==> config.mk <==
export PLATFORM = sky130hd
export DESIGN_NAME = shiftreg_serdes
export DESIGN_NICKNAME = d
export VERILOG_FILES = /design/src/rtl/shiftreg_pkg.sv /design/src/rtl/shiftreg_core.sv /design/src/rtl/shiftreg_serdes.sv
export SDC_FILE = /design/constraint.sdc
export NUM_CORES = 1
export LEC_CHECK = 0
export ABC_CLOCK_PERIOD_IN_PS = 2000
export CORE_MARGIN = 2
export CORE_UTILIZATION = 44
export CTS_CLUSTER_SIZE = 40
export DETAILED_ROUTE_END_ITERATION = 6
export PLACE_DENSITY_LB_ADDON = 0.2
export SKIP_CTS_REPAIR_TIMING = 1
export SLEW_MARGIN = 20
export SYNTH_ARGS = -nofsm -noshare
export SYNTH_HDL_FRONTEND = slang
export SYNTH_SLANG_ARGS = --single-unit
==> constraint.sdc <==
create_clock -name i_clk -period 2 [get_ports i_clk]
set_clock_uncertainty 0.1 [all_clocks]
set_input_delay 0.2 -clock i_clk [delete_from_list [all_inputs] [get_ports i_clk]]
set_output_delay 0.2 -clock i_clk [all_outputs]
set_load 0.005 [all_outputs]
==> src/rtl/shiftreg_pkg.sv <==
// rtl/shiftreg_pkg.sv - shared state and mode encodings for the shift-register serdes
package shiftreg_pkg;

    typedef enum logic [1:0] {
        ST_IDLE = 2'd0,
        ST_RX   = 2'd1,
        ST_OUT  = 2'd2,
        ST_TX   = 2'd3
    } state_t;

    localparam logic MODE_SIPO = 1'b0;
    localparam logic MODE_PISO = 1'b1;

endpackage

==> src/rtl/shiftreg_core.sv <==
// rtl/shiftreg_core.sv - WIDTH-bit register with parallel load and directional shift
module shiftreg_core #(
    parameter int WIDTH     = 8,
    parameter int MSB_FIRST = 1
) (
    input  logic             i_clk,
    input  logic             i_rst,
    input  logic             i_load,
    input  logic [WIDTH-1:0] i_load_data,
    input  logic             i_shift,
    input  logic             i_ser_in,
    output logic [WIDTH-1:0] o_data,
    output logic             o_ser_out
);

    logic [WIDTH-1:0] data_q;
    logic [WIDTH-1:0] data_d;

    // One shift serves both directions: serial-in enters at the far end while the
    // serial-out bit leaves from the near end.
    always_comb begin
        data_d = data_q;
        if (i_load) begin
            data_d = i_load_data;
        end else if (i_shift) begin
            if (MSB_FIRST != 0) begin
                data_d = {data_q[WIDTH-2:0], i_ser_in};
            end else begin
                data_d = {i_ser_in, data_q[WIDTH-1:1]};
            end
        end
    end

    always_ff @(posedge i_clk or posedge i_rst) begin
        if (i_rst) begin
            data_q <= '0;
        end else begin
            data_q <= data_d;
        end
    end

    assign o_data    = data_q;
    assign o_ser_out = (MSB_FIRST != 0) ? data_q[WIDTH-1] : data_q[0];

endmodule

==> src/rtl/shiftreg_serdes.sv <==
// rtl/shiftreg_serdes.sv - runtime-selectable SIPO/PISO serdes with valid/ready handshakes
module shiftreg_serdes
    import shiftreg_pkg::*;
#(
    parameter int WIDTH     = 8,
    parameter int MSB_FIRST = 1
) (
    input  logic                       i_clk,
    input  logic                       i_rst,
    input  logic                       i_mode,
    input  logic                       i_ser_valid,
    input  logic                       i_ser_data,
    output logic                       o_ser_valid,
    output logic                       o_ser_data,
    input  logic                       i_ser_ready,
    input  logic                       i_par_valid,
    input  logic [WIDTH-1:0]           i_par_data,
    output logic                       o_par_ready,
    output logic                       o_par_valid,
    output logic [WIDTH-1:0]           o_par_data,
    input  logic                       i_par_ready,
    output logic [$clog2(WIDTH+1)-1:0] o_count,
    output logic                       o_drop
);

    localparam int CW = $clog2(WIDTH + 1);
    localparam logic [CW-1:0] LAST_IDX = CW'(WIDTH - 1);

    state_t         state_q, state_d;
    logic [CW-1:0]  count_q, count_d;
    logic           load;
    logic           shift;
    logic           ser_in;

    always_comb begin
        state_d = state_q;
        count_d = count_q;
        load    = 1'b0;
        shift   = 1'b0;
        ser_in  = i_ser_data;
        case (state_q)
            ST_IDLE: begin
                if (i_mode == MODE_SIPO && i_ser_valid) begin
                    shift   = 1'b1;
                    count_d = CW'(1);
                    state_d = ST_RX;
                end else if (i_mode == MODE_PISO && i_par_valid) begin
                    load    = 1'b1;
                    count_d = '0;
                    state_d = ST_TX;
                end
            end
            ST_RX: begin
                if (i_ser_valid) begin
                    shift   = 1'b1;
                    count_d = count_q + CW'(1);
                    if (count_q == LAST_IDX) begin
                        state_d = ST_OUT;
                    end
                end
            end
            ST_OUT: begin
                if (i_par_ready) begin
                    count_d = '0;
                    state_d = ST_IDLE;
                end
            end
            ST_TX: begin
                // Zero-fill the vacated end so a finished word leaves a clean register.
                ser_in = 1'b0;
                if (i_ser_ready) begin
                    shift   = 1'b1;
                    count_d = count_q + CW'(1);
                    if (count_q == LAST_IDX) begin
                        count_d = '0;
                        state_d = ST_IDLE;
                    end
                end
            end
            default: state_d = ST_IDLE;
        endcase
    end

    always_ff @(posedge i_clk or posedge i_rst) begin
        if (i_rst) begin
            state_q <= ST_IDLE;
            count_q <= '0;
        end else begin
            state_q <= state_d;
            count_q <= count_d;
        end
    end

    shiftreg_core #(
        .WIDTH     (WIDTH),
        .MSB_FIRST (MSB_FIRST)
    ) u_core (
        .i_clk       (i_clk),
        .i_rst       (i_rst),
        .i_load      (load),
        .i_load_data (i_par_data),
        .i_shift     (shift),
        .i_ser_in    (ser_in),
        .o_data      (o_par_data),
        .o_ser_out   (o_ser_data)
    );

    // Ready is gated by reset so every output reads 0 while reset is held.
    assign o_par_ready = !i_rst && (state_q == ST_IDLE) && (i_mode == MODE_PISO);
    assign o_par_valid = (state_q == ST_OUT);
    assign o_ser_valid = (state_q == ST_TX);
    assign o_drop      = (state_q == ST_OUT) && i_ser_valid;
    assign o_count     = count_q;

endmodule
==> impl_metrics.yaml <==
status:
  status: "finished clean"
synth:
  synthXorXnorAreaFrac_pct: 0
  ys_ff_latch: 14
  synth_area_leader_cell: "dfrtp_1"
  synth_area_leaders: "dfrtp_1 (38%), mux2_4 (15%), mux2_2 (9.8%)"
  synth_compound_area_share_pct: 15.6
  syn_nets: 96
  synth_cells: 79
  yosysSeqAreaShare_pct: 37.9
  synth_top_area_share_pct: 37.9
  avgSynthCellArea_um2: 11.7
  syn_area_um2: 923
  synthAdderAreaFrac_pct: 1.36
  ys_warn_count: 0
  synthMuxAreaShare_pct: 25.5
  synthSimpleGateAreaFrac_pct: 14.9
  synth.distinct_cells: 37
  synth_top_family_by_area: "multiplexers"
worst_setup_path:
  cp-start-kind: "flop"
  arrival_ns: 2.05
  cp_cell_sequence: "buf_4, mux2_4, a221o_1, buf_4, mux2_4"
  crit_required_ns: 2.07
  crit_family: "multiplexers"
  crit_type: "flop to flop"
  path_buf_inv: 2
  cpPeakStageDelay_ns: 0.44
  cp-end-kind: "flop"
  critPathMaxFanout: 8
  cp_slowest_cell: "dfrtp_2"
placed_design:
  gp_congestion: 0.807
  numPortBuffers: 32
  place_area_um2: 1320
  dp_hpwl_um: 1560
  place_inst: 142
grt:
  grt_overflow: 0
  grt_pass1_vias: 803
  grt_first_pass_wirelength_um: 3680
  antenna_found_initial: 0
  grt_start_max_net_pins: 15
  grt_usage_pct: 19.7
finish:
  drive_gt1_share_pct: 32.5
  final_cells: 147
  regArea_um2: 353
  area_growth_pct: 49.1
  multi_input_area_um2: 544
  final_nets: 138
  stdcell_area_um2: 1380
  diodes: 0
  fill_cells: 172
clocking:
  clkTransAtPathRegs_ns: 0.09
  clk_latency_ns: 0.28
  cts.sinks: 14
  htreeDepth: 1
  cts_tree: "built"
  root_buffer: "clkbuf_4"
  cts_buffer_depth: 2
  cts_buffers: 3
routing:
  wl_per_cell_um: 14.5
  ant_nets: 0
  drc: 0
  vias: 808
  wl_um: 2130
  first_pass_iters: 4
  drt-initial-drc-count: 9
  viasPerCell: 5.50
timing:
  tightest_slew_ns: 0.536
  timing.fmax_ghz: 0.506
  slew_violations: 0
  relSlewSlack_pct: 64.2
  fin_crit_ns: 1.98
  period_share_pct: 98.9
  setup_violations: 0
  rsz0062_at_grt: "true"
  fin_hold_ws_ns: 0.185
  hold_viol_final: 0
die:
  die_w_um: 49.8
  core_um2: 1960
  rows: 16
  die-area_um2: 2480
  ios: 33
  dieHeight_um: 49.8
  start_util_pct: 47.1
power_and_ir_drop:
  power_density_nw_per_um2: 1370
  power.leakage_nw: 0.637
  p_total_w: 0.00189
  ir_worst_vdd_v: 0.000964
job:
  max-cap-violations: 0
min_path:
  worstHoldPathType: "input port to async pin"
==> path summary, 6_finish.rpt <==
check	start	to	slack, ns	cells past startpoint
setup reg to reg	state_q[1]$_DFFE_PP0P_	u_core.o_data[2]$_DFFE_PP0P_	0.02	5
max in group asynchronous	i_rst	state_q[0]$_DFFE_PP0P_	1.23	2
min in group i_clk	u_core.o_data[7]$_DFFE_PP0P_	u_core.o_data[7]$_DFFE_PP0P_	0.44	1
setup / recovery	state_q[1]$_DFFE_PP0P_	u_core.o_data[2]$_DFFE_PP0P_	0.02	5
hold reg to reg	u_core.o_data[7]$_DFFE_PP0P_	u_core.o_data[7]$_DFFE_PP0P_	0.44	1
hold / removal	i_rst	o_count[3]$_DFFE_PP0P_	0.18	2
==> routing by layer <==
metal  up-vias  GRT usage, %  routed length (µm)
met3         4          3.64                  91
met5         -             0                   0
met1       393          25.5                 982
met2        26          32.0                1010
met4         0          8.33                  44
li1        385             -                   -
==> power breakdown <==
part           internal (W)  total, W  switching (W)
registers          0.000425  0.000565       0.000140
clock network      0.000111  0.000206      0.0000952
logic              0.000735   0.00112       0.000386
==> cell families after synthesis <==
| group | after synthesis |
|---|---|
| AO/OA/AOI/OAI | 16 |
| adder cells (fa/ha/maj) | 1 |
| multiplexers | 18 |
| buffers and inverters | 8 |
| flip-flops | 14 |
| AND/OR/NAND/NOR | 22 |
==> area by class of cell <==
| cell class | instances | share of cell area (%) |
|---|---|---|
| clock buffer | 4 | 2.64 |
| sequential | 14 | 25.6 |
| inverter | 3 | 0.818 |
| tap | 27 | 2.45 |
| timing repair buffer | 42 | 28.9 |
| multi-input combinational | 57 | 39.5 |
==> cells in the final DEF (no fill, tap or decap), drive strengths merged, types with 3 or more instances in the layout <==
| cell | instances |
|---|---|
| buf | 10 |
| inv | 3 |
| a211o | 4 |
| and3 | 3 |
| clkbuf | 4 |
| clkdlybuf4s50 | 31 |
| dfrtp | 14 |
| mux2 | 17 |
==> sequential cells by signal, summed over array words and instances, names as in the netlist <==
register / cells
o_count: 4
state_q: 2
u_core.o_data: 8
==> cells in the mapped netlist <==
master     number
or2b_1          1
inv_2           1
nor3_1          2
nor3b_1         1
clkbuf_1        1
inv_1           2
o211a_1         1
o32ai_2         1
a221o_1         2
nand3b_1        2
and2_1          1
buf_2           2
o311a_1         1
a211o_1         4
nor4b_1         1
a21boi_0        1
ha_1            1
nor4bb_1        1
nand3_1         1
o2111a_1        1
mux2_4          9
o2111ai_1       1
or3b_2          1
mux2_2          8
nor2_1          2
and3_1          3
mux2i_1         1
nand2_1         2
nor2b_1         1
dfrtp_1        14
a21oi_1         2
buf_4           1
a2bb2oi_1       1
a31oi_1         1
nand2b_1        2
or2_2           1
buf_6           1
==> stage by stage <==
step | setup TNS, ns | setup slack, ns | utilization (%)
6_report | 0 | 0.0224 | 70.2
5_1_grt | -0.0152 | -0.0136 | 70.2
4_1_cts | -0.209 | -0.138 | 69.1
3_3_place_gp | -0.244 | -0.0384 | 67.2
2_1_floorplan | 0 | 0.293 | -
3_5_place_dp | -0.665 | -0.103 | 67.2
Power figures use the tool's default switching activity.
